===== config.mk =====
export PLATFORM = sky130hd
export DESIGN_NAME = pio_edge_servicer_flat
export DESIGN_NICKNAME = d
export VERILOG_FILES = /design/src/rtl/pio_edge_servicer_pkg.sv /design/src/rtl/pio_edge_servicer_if.sv /design/src/rtl/pio_edge_servicer_timestamp.sv /design/src/rtl/pio_edge_servicer.sv /design/src/flat_wrapper.sv
export SDC_FILE = /design/constraint.sdc
export NUM_CORES = 1
export LEC_CHECK = 0
export BUFFER_PORTS_ARGS = -buffer_cell sky130_fd_sc_hd__buf_2
export CORE_MARGIN = 2
export CORE_UTILIZATION = 40
export DETAILED_ROUTE_END_ITERATION = 8
export GPL_TIMING_DRIVEN = 0
export PLACE_DENSITY = 0.75
export SYNTH_ARGS = -nofsm -noshare
export SYNTH_HDL_FRONTEND = slang
export SYNTH_HIERARCHICAL = 1
export SYNTH_SLANG_ARGS = --single-unit

===== constraint.sdc =====
create_clock -name clk -period 1.7 [get_ports clk]
set_clock_uncertainty 0.2 [all_clocks]
set_input_delay 0 -clock clk [delete_from_list [all_inputs] [get_ports clk]]
set_output_delay 0 -clock clk [all_outputs]
set_load 0.03 [all_outputs]

===== src/rtl/pio_edge_servicer_pkg.sv =====
// Shared types and constants for the PIO edge servicer.
//   pio_evt_pkg: FSM state enum, PIO register addresses, default data width,
//   registered Avalon-MM command payload and a small constructor for it.
package pio_evt_pkg;

  localparam int unsigned PIO_WIDTH  = 6;
  localparam int unsigned AVM_ADDR_W = 2;
  localparam int unsigned AVM_DATA_W = 32;

  localparam logic [AVM_ADDR_W-1:0] ADDR_DATA = 2'd0;
  localparam logic [AVM_ADDR_W-1:0] ADDR_MASK = 2'd2;
  localparam logic [AVM_ADDR_W-1:0] ADDR_EDGE = 2'd3;

  typedef enum logic [2:0] {
    ST_INIT,
    ST_IDLE,
    ST_RD_CAP,
    ST_RD_CAP_W,
    ST_CLR,
    ST_RD_LVL,
    ST_RD_LVL_W,
    ST_EMIT
  } state_t;

  // One cycle of Avalon-MM command as presented to the PIO slave.
  typedef struct packed {
    logic                  chipselect;
    logic                  write_n;
    logic [AVM_ADDR_W-1:0] address;
    logic [AVM_DATA_W-1:0] writedata;
  } bus_cmd_t;

  localparam bus_cmd_t BUS_IDLE = '{
    chipselect: 1'b0,
    write_n:    1'b1,
    address:    ADDR_DATA,
    writedata:  '0
  };

  // Build an active (chip-selected) bus command.
  function automatic bus_cmd_t bus_cmd(input logic                  wr,
                                       input logic [AVM_ADDR_W-1:0] addr,
                                       input logic [AVM_DATA_W-1:0] data);
    bus_cmd_t c;
    c.chipselect = 1'b1;
    c.write_n    = ~wr;
    c.address    = addr;
    c.writedata  = data;
    return c;
  endfunction

endpackage


===== src/rtl/pio_edge_servicer_if.sv =====
// Interfaces of the PIO edge servicer.
//   pio_avm_if: Avalon-MM link to the PIO s1 slave plus its irq line.
//     master: address/chipselect/write_n/writedata out, readdata/pio_irq in.
//   pio_ev_if: valid/ready event stream toward fabric logic.
//     master: ev_valid/ev_edges/ev_level (and ev_ts) out, ev_ready in.
//   ev_ts exists only when PIO_EVT_TIMESTAMP_EN is defined.
interface pio_avm_if;
  import pio_evt_pkg::*;

  logic [AVM_ADDR_W-1:0] avm_address;
  logic                  avm_chipselect;
  logic                  avm_write_n;
  logic [AVM_DATA_W-1:0] avm_writedata;
  logic [AVM_DATA_W-1:0] avm_readdata;
  logic                  pio_irq;

  modport master (
    output avm_address, avm_chipselect, avm_write_n, avm_writedata,
    input  avm_readdata, pio_irq
  );

  modport slave (
    input  avm_address, avm_chipselect, avm_write_n, avm_writedata,
    output avm_readdata, pio_irq
  );
endinterface

interface pio_ev_if #(
  parameter int unsigned WIDTH = pio_evt_pkg::PIO_WIDTH,
  parameter int unsigned TS_W  = 32
);
  logic             ev_valid;
  logic             ev_ready;
  logic [WIDTH-1:0] ev_edges;
  logic [WIDTH-1:0] ev_level;

`ifdef PIO_EVT_TIMESTAMP_EN
  logic [TS_W-1:0]  ev_ts;

  modport master (
    output ev_valid, ev_edges, ev_level, ev_ts,
    input  ev_ready
  );

  modport slave (
    input  ev_valid, ev_edges, ev_level, ev_ts,
    output ev_ready
  );
`else
  localparam int unsigned unused_ts_w = TS_W;

  modport master (
    output ev_valid, ev_edges, ev_level,
    input  ev_ready
  );

  modport slave (
    input  ev_valid, ev_edges, ev_level,
    output ev_ready
  );
`endif
endinterface


===== src/rtl/pio_edge_servicer_timestamp.sv =====
// pio_evt_timestamp: free-running wrap-around counter with a capture register.
//   clk, reset : clock, synchronous active-high reset
//   capture    : load the current count into ts
//   ts         : last captured count (held until the next capture)
// Only instantiated when PIO_EVT_TIMESTAMP_EN is defined.
module pio_evt_timestamp #(
  parameter int unsigned TS_W = 32
) (
  input  logic            clk,
  input  logic            reset,
  input  logic            capture,
  output logic [TS_W-1:0] ts
);

  logic [TS_W-1:0] cnt_q;

  // Counter and capture register.
  always_ff @(posedge clk) begin
    if (reset) begin
      cnt_q <= '0;
      ts    <= '0;
    end else begin
      cnt_q <= cnt_q + TS_W'(1);
      if (capture) begin
        ts <= cnt_q;
      end
    end
  end

endmodule


===== src/rtl/pio_edge_servicer.sv =====
// pio_edge_servicer: hardware service loop for a 6-bit edge-capture PIO.
// Programs the PIO irq mask, waits for pio_irq, reads then clears the
// edge-capture register, reads the input levels and emits one event per
// non-empty batch on a valid/ready stream.
//   clk, reset   : clock, synchronous active-high reset
//   avm          : pio_avm_if.master, Avalon-MM link to PIO s1 (+ pio_irq)
//   cfg_mask     : new irq mask value
//   cfg_mask_wr  : one-cycle request to reprogram the mask
//   ev           : pio_ev_if.master, event stream (ev_edges, ev_level[, ev_ts])
//   busy         : high whenever the FSM is not idle
// Optional: define PIO_EVT_TIMESTAMP_EN to add the ev_ts timestamp output.
module pio_edge_servicer
  import pio_evt_pkg::*;
#(
  parameter int unsigned      WIDTH     = PIO_WIDTH,
  parameter logic [WIDTH-1:0] MASK_INIT = WIDTH'(6'h3F),
  parameter int unsigned      TS_W      = 32
) (
  input  logic             clk,
  input  logic             reset,
  pio_avm_if.master        avm,
  input  logic [WIDTH-1:0] cfg_mask,
  input  logic             cfg_mask_wr,
  pio_ev_if.master         ev,
  output logic             busy
);

  state_t           state_q, state_d;
  bus_cmd_t         bus_q, bus_d;
  logic [WIDTH-1:0] shadow_q, shadow_d;
  logic             pend_q;
  logic [WIDTH-1:0] pend_val_q;
  logic             pend_clr_c;
  logic [WIDTH-1:0] edge_q;
  logic [WIDTH-1:0] level_q;
  logic             ev_valid_q;
  logic             busy_q;
  logic             unused_rdata;

  assign unused_rdata = ^avm.avm_readdata[AVM_DATA_W-1:WIDTH];

  // Next-state logic; bus command decoded from the next state so the
  // registered bus lines up with the state being entered.
  always_comb begin
    state_d    = state_q;
    shadow_d   = shadow_q;
    pend_clr_c = 1'b0;
    bus_d      = BUS_IDLE;

    unique case (state_q)
      // Hold INIT until the mask write has actually been on the bus; after
      // reset the bus register starts idle, so this adds the one write cycle.
      ST_INIT: begin
        if (bus_q.chipselect && !bus_q.write_n) begin
          state_d = ST_IDLE;
        end
      end
      ST_IDLE: begin
        if (pend_q || cfg_mask_wr) begin
          shadow_d   = cfg_mask_wr ? cfg_mask : pend_val_q;
          pend_clr_c = 1'b1;
          state_d    = ST_INIT;
        end else if (avm.pio_irq) begin
          state_d = ST_RD_CAP;
        end
      end
      ST_RD_CAP:   state_d = ST_RD_CAP_W;
      ST_RD_CAP_W: state_d = ST_CLR;
      ST_CLR:      state_d = ST_RD_LVL;
      ST_RD_LVL:   state_d = ST_RD_LVL_W;
      // An empty masked capture (spurious irq or mask change) emits nothing.
      ST_RD_LVL_W: state_d = (edge_q == '0) ? ST_IDLE : ST_EMIT;
      ST_EMIT: begin
        if (ev.ev_ready) begin
          state_d = ST_IDLE;
        end
      end
      default:     state_d = ST_INIT;
    endcase

    unique case (state_d)
      ST_INIT:     bus_d = bus_cmd(1'b1, ADDR_MASK, AVM_DATA_W'(shadow_d));
      ST_RD_CAP,
      ST_RD_CAP_W: bus_d = bus_cmd(1'b0, ADDR_EDGE, '0);
      // Any write to edge_capture clears every capture bit in the PIO.
      ST_CLR:      bus_d = bus_cmd(1'b1, ADDR_EDGE, '1);
      ST_RD_LVL,
      ST_RD_LVL_W: bus_d = bus_cmd(1'b0, ADDR_DATA, '0);
      default:     bus_d = BUS_IDLE;
    endcase
  end

  // State, bus and event registers.
  always_ff @(posedge clk) begin
    if (reset) begin
      state_q    <= ST_INIT;
      bus_q      <= BUS_IDLE;
      shadow_q   <= MASK_INIT;
      pend_q     <= 1'b0;
      pend_val_q <= '0;
      edge_q     <= '0;
      level_q    <= '0;
      ev_valid_q <= 1'b0;
      busy_q     <= 1'b1;
    end else begin
      state_q    <= state_d;
      bus_q      <= bus_d;
      shadow_q   <= shadow_d;
      ev_valid_q <= (state_d == ST_EMIT);
      busy_q     <= (state_d != ST_IDLE);

      // readdata is one cycle behind the address: sample in the *_W states.
      if (state_q == ST_RD_CAP_W) begin
        edge_q <= avm.avm_readdata[WIDTH-1:0] & shadow_q;
      end
      if (state_q == ST_RD_LVL_W) begin
        level_q <= avm.avm_readdata[WIDTH-1:0];
      end

      // Requests outside IDLE are parked; the latest value wins.
      if (cfg_mask_wr && (state_q != ST_IDLE)) begin
        pend_q     <= 1'b1;
        pend_val_q <= cfg_mask;
      end else if (pend_clr_c) begin
        pend_q <= 1'b0;
      end
    end
  end

  assign avm.avm_chipselect = bus_q.chipselect;
  assign avm.avm_write_n    = bus_q.write_n;
  assign avm.avm_address    = bus_q.address;
  assign avm.avm_writedata  = bus_q.writedata;

  assign ev.ev_valid = ev_valid_q;
  assign ev.ev_edges = edge_q;
  assign ev.ev_level = level_q;
  assign busy        = busy_q;

`ifdef PIO_EVT_TIMESTAMP_EN
  logic ts_capture_c;

  assign ts_capture_c = (state_q == ST_RD_CAP_W);

  pio_evt_timestamp #(
    .TS_W (TS_W)
  ) u_ts (
    .clk     (clk),
    .reset   (reset),
    .capture (ts_capture_c),
    .ts      (ev.ev_ts)
  );
`else
  localparam int unsigned unused_ts_w = TS_W;
`endif

endmodule


===== src/flat_wrapper.sv =====
// flat-port wrapper written by rule: the top's interface ports become plain ports
module pio_edge_servicer_flat import pio_evt_pkg::*;
#(
  parameter int unsigned      WIDTH     = PIO_WIDTH,
  parameter logic [WIDTH-1:0] MASK_INIT = WIDTH'(6'h3F),
  parameter int unsigned      TS_W      = 32
)
  (clk, reset, cfg_mask, cfg_mask_wr, busy, avm_avm_address, avm_avm_chipselect, avm_avm_write_n, avm_avm_writedata, avm_avm_readdata, avm_pio_irq, ev_ev_valid, ev_ev_edges, ev_ev_level, ev_ev_ready);
  pio_avm_if avm_i ();
  pio_ev_if #(.WIDTH(WIDTH), .TS_W(TS_W)) ev_i ();
  input  logic clk;
  input  logic reset;
  input  logic [WIDTH-1:0] cfg_mask;
  input  logic cfg_mask_wr;
  output logic busy;
  output wire logic [$bits(avm_i.avm_address)-1:0] avm_avm_address;
  output wire logic [$bits(avm_i.avm_chipselect)-1:0] avm_avm_chipselect;
  output wire logic [$bits(avm_i.avm_write_n)-1:0] avm_avm_write_n;
  output wire logic [$bits(avm_i.avm_writedata)-1:0] avm_avm_writedata;
  input wire logic [$bits(avm_i.avm_readdata)-1:0] avm_avm_readdata;
  input wire logic [$bits(avm_i.pio_irq)-1:0] avm_pio_irq;
  output wire logic [$bits(ev_i.ev_valid)-1:0] ev_ev_valid;
  output wire logic [$bits(ev_i.ev_edges)-1:0] ev_ev_edges;
  output wire logic [$bits(ev_i.ev_level)-1:0] ev_ev_level;
  input wire logic [$bits(ev_i.ev_ready)-1:0] ev_ev_ready;
  assign avm_avm_address = avm_i.avm_address;
  assign avm_avm_chipselect = avm_i.avm_chipselect;
  assign avm_avm_write_n = avm_i.avm_write_n;
  assign avm_avm_writedata = avm_i.avm_writedata;
  assign avm_i.avm_readdata = avm_avm_readdata;
  assign avm_i.pio_irq = avm_pio_irq;
  assign ev_ev_valid = ev_i.ev_valid;
  assign ev_ev_edges = ev_i.ev_edges;
  assign ev_ev_level = ev_i.ev_level;
  assign ev_i.ev_ready = ev_ev_ready;
  pio_edge_servicer #(.WIDTH(WIDTH), .MASK_INIT(MASK_INIT), .TS_W(TS_W)) u_core (.clk(clk), .reset(reset), .avm(avm_i), .cfg_mask(cfg_mask), .cfg_mask_wr(cfg_mask_wr), .ev(ev_i), .busy(busy));
endmodule

==> metrics.txt <==
Period minus WS final=1850 ps; Post-DP HPWL=2.84 mm; biggest area consumer among synthesized cells=dfxtp_1; Leak=1.30 nW; register area share after synthesis=0.459; final worst slack=-149 ps; maximum clock path buffer count=2; worst-skew pair later-pin latency=290 ps; Worst Hold End=u_core/avm.avm_address[1]; Synth cell types=32; IO Port Bufs=64; Routed Antenna Nets=0; Setup Crit Path Kind=flop to flop; Mapped Cells=182; DRC=0; Final Cell Area=0.00263 sq mm; Final Util=0.609; first drt pass iteration count=4; delay-heaviest family, CP=compound AO/OA/AOI/OAI gates; Tot GR Track Use=0.173; Starting Density=0.414; CORE AREA=0.00432 sq mm; CP startpoint kind=flop; WL/cell=13.7 microns; CTS Root Cell=clkbuf_8; WHS Path Cells=5; fill cell total of the finished layout=378; RSZ-0062 raised after global routing=true; vias per cell=4.85; die extent in y=70.9 microns; Synthesis Warnings=6; Synth Cell Area=0.00179 sq mm; Sink Count=41; GR Overflow Total=0; first-pass GRT wire length=6.82 mm; area grow syn2layout=47.2%; ranking of synthesized cells by area=dfxtp_1, buf_4, mux2i_1; Critical Path Max Stage Delay=550 ps; max-cap viol count=0; R2R cell count=4; TritonCTS clock tree=built; CTS buffer count=5; Placed Cells=298; largest net degree at the start of global routing=27; diode count=0; Rel. slew slack=0.630; synthesized area per cell=9.83 sq um; Starting DRT DRC Count=52; power per cell area=970 mW/mm^2; worst r2r src=u_core/state_q[0]; NumNets Final=315; io pins=93; initial antenna violation count=0; failing checks=negative setup slack; final period utilization=1.09; Yosys reg bits=41; reg-to-reg slack, setup=-150 ps; RD Place Congestion=0.779; Fmax achieved=541 MHz; final setup violation count=14; worst vdd ir=0.868 mV; die area=0.00502 sq mm; status=finished, violations left; Worst Path Max Fanout=7; clk slew on worst S/H paths=80 ps; Worst Min Path Start=ev_ev_ready; Placed Area=0.00220 sq mm; transition time of the tightest slew-check pin=554 ps; critical path cell sequence=or4_4 -> o211ai_4 -> o2111ai_4 -> a21oi_2; Row Count=24; CP Data Required Time=1720 ps; crit path buf inv count=0; syn_nets=225; H-tree depth=2; Max Slew Vio Count=0; Post-Layout Cell Count=325; vias=1,575; worst hold slack=60.4 ps; Worst R2R End=u_core/avm.avm_writedata[5]; worst min path class=input pin to flop; Die Wd=70.9 microns; CP endpoint kind=flop; CP Data Arrival Time=1870 ps; slowest CP cell=or4_4; Fin. Hold Viols=0; vias in the first global route=1,454; layout cells sized above 1=0.542; top cell type's share of synthesized area=0.459; drt total wl=4.44 mm
==> where the power goes <==
part	internal, mW	switching (mW)	leakage (nW)	total [mW]
logic	0.272	0.391	0.900	0.662
clock network	0.441	0.349	0.0587	0.790
registers	1.06	0.0430	0.341	1.10
total	1.77	0.783	1.30	2.55
==> kinds of logic after synthesis <==
logic type | synth area share
compound gates | 0.131
buf+inv | 0.140
flops | 0.459
mux | 0.138
simple gates | 0.132
==> per-stage QoR <==
step                total power, mW  worst slack (ps)  setup TNS, ps
floorplan                      1.51              3.17              0
global placement               1.64              -214          -2090
detailed placement             1.65              -225          -2630
CTS                            2.52              -115           -671
global route                   2.67              -214          -2660
finish                         2.55              -149          -1080
==> synthesized netlist by cell type <==
cell type and instances:
buf_2 2, buf_1 1, nor2_1 18, a31oi_1 1, a211oi_1 1, o2111ai_4 1, a21oi_1 15, o31ai_4 1
nand2_1 12, a21o_1 1, a221oi_2 1, o21ai_0 3, clkbuf_1 3, o211ai_4 1, or4_4 1, mux2i_1 18
or3_2 1, nor4_1 1, buf_4 28, a2111oi_2 1, o21a_1 1, dfxtp_1 41, or3_1 1, a41oi_2 1
nand3_1 10, mux2_2 6, inv_2 1, nor3_1 4, nand3b_1 1, and2_2 1, inv_1 3, nor3b_1 1
==> tightest hold or removal path, delay by kind of cell <==
family                 cells  cell delay [ps]
AO/OA/AOI/OAI              3              280
AND/OR/NAND/NOR            1              110
buffers and inverters      1              110
==> what timing repair did <==
item,4_1_cts,5_1_grt
buffers inserted,5,0
gates resized for setup,13,14
endpoints found under the hold margin,31,0
cloned,0,1
hold buffers,14,0
pin swaps,5,2
setup endpoints to repair,60,35
==> layout by cell type (no fill, tap or decap), types with 8 or more instances in the layout <==
master and count:
mux2i_1 14, dfxtp_1 32, buf_2 65, dfxtp_2 8, a21oi_1 9, dlygate4sd3_1 14, buf_4 31, nor2_1 17
nand2_1 12, nand3_1 9
==> metal layers <==
layer / vias to the layer above / GRT usage / share of wire
li1: 782 / - / -
met1: 743 / 0.209 / 0.43
met2: 44 / 0.286 / 0.51
met3: 6 / 0.0456 / 0.043
met4: 0 / 0.0818 / 0.017
met5: - / 0 / 0
==> final cells by class <==
| type | instances | area (sq um) | area share |
|---|---|---|---|
| flip-flops and latches | 41 | 835 | 0.317 |
| multi-input cells | 103 | 833 | 0.316 |
| repair buffers | 84 | 528 | 0.200 |
| plain buffers | 33 | 244 | 0.0926 |
| clock buffers | 5 | 68.8 | 0.0261 |
| well taps | 52 | 65.1 | 0.0247 |
| clock inverters | 3 | 45.0 | 0.0171 |
| inverters | 4 | 15.0 | 0.00570 |
==> worst max-delay path by stage <==
stage,startpoint,endpoint,slack [ps],cells past startpoint
6_report,u_core/state_q[0],u_core/avm.avm_writedata[5],-150,4
5_1_grt,u_core/state_q[0],u_core/avm.avm_writedata[5],-210,5
4_1_cts,u_core/ev.ev_edges[4],u_core/avm.avm_writedata[5],-110,4
3_5_place_dp,u_core/state_q[1],u_core/ev.ev_edges[4],-230,5
3_3_place_gp,u_core/state_q[1],u_core/ev.ev_edges[3],-210,5
2_1_floorplan,u_core/ev.ev_edges[3],u_core/avm.avm_chipselect,3,5
==> sequential cells by signal, summed over array words and instances, names as in the netlist, 2 cells and up <==
signal and cells:
u_core/ev.ev_edges 6, u_core/avm.avm_address 2, u_core/state_q 3, u_core/shadow_q 6
u_core/ev.ev_level 6, u_core/pend_val_q 6, u_core/avm.avm_writedata 7
No activity file was read; power rests on OpenSTA's default activity.
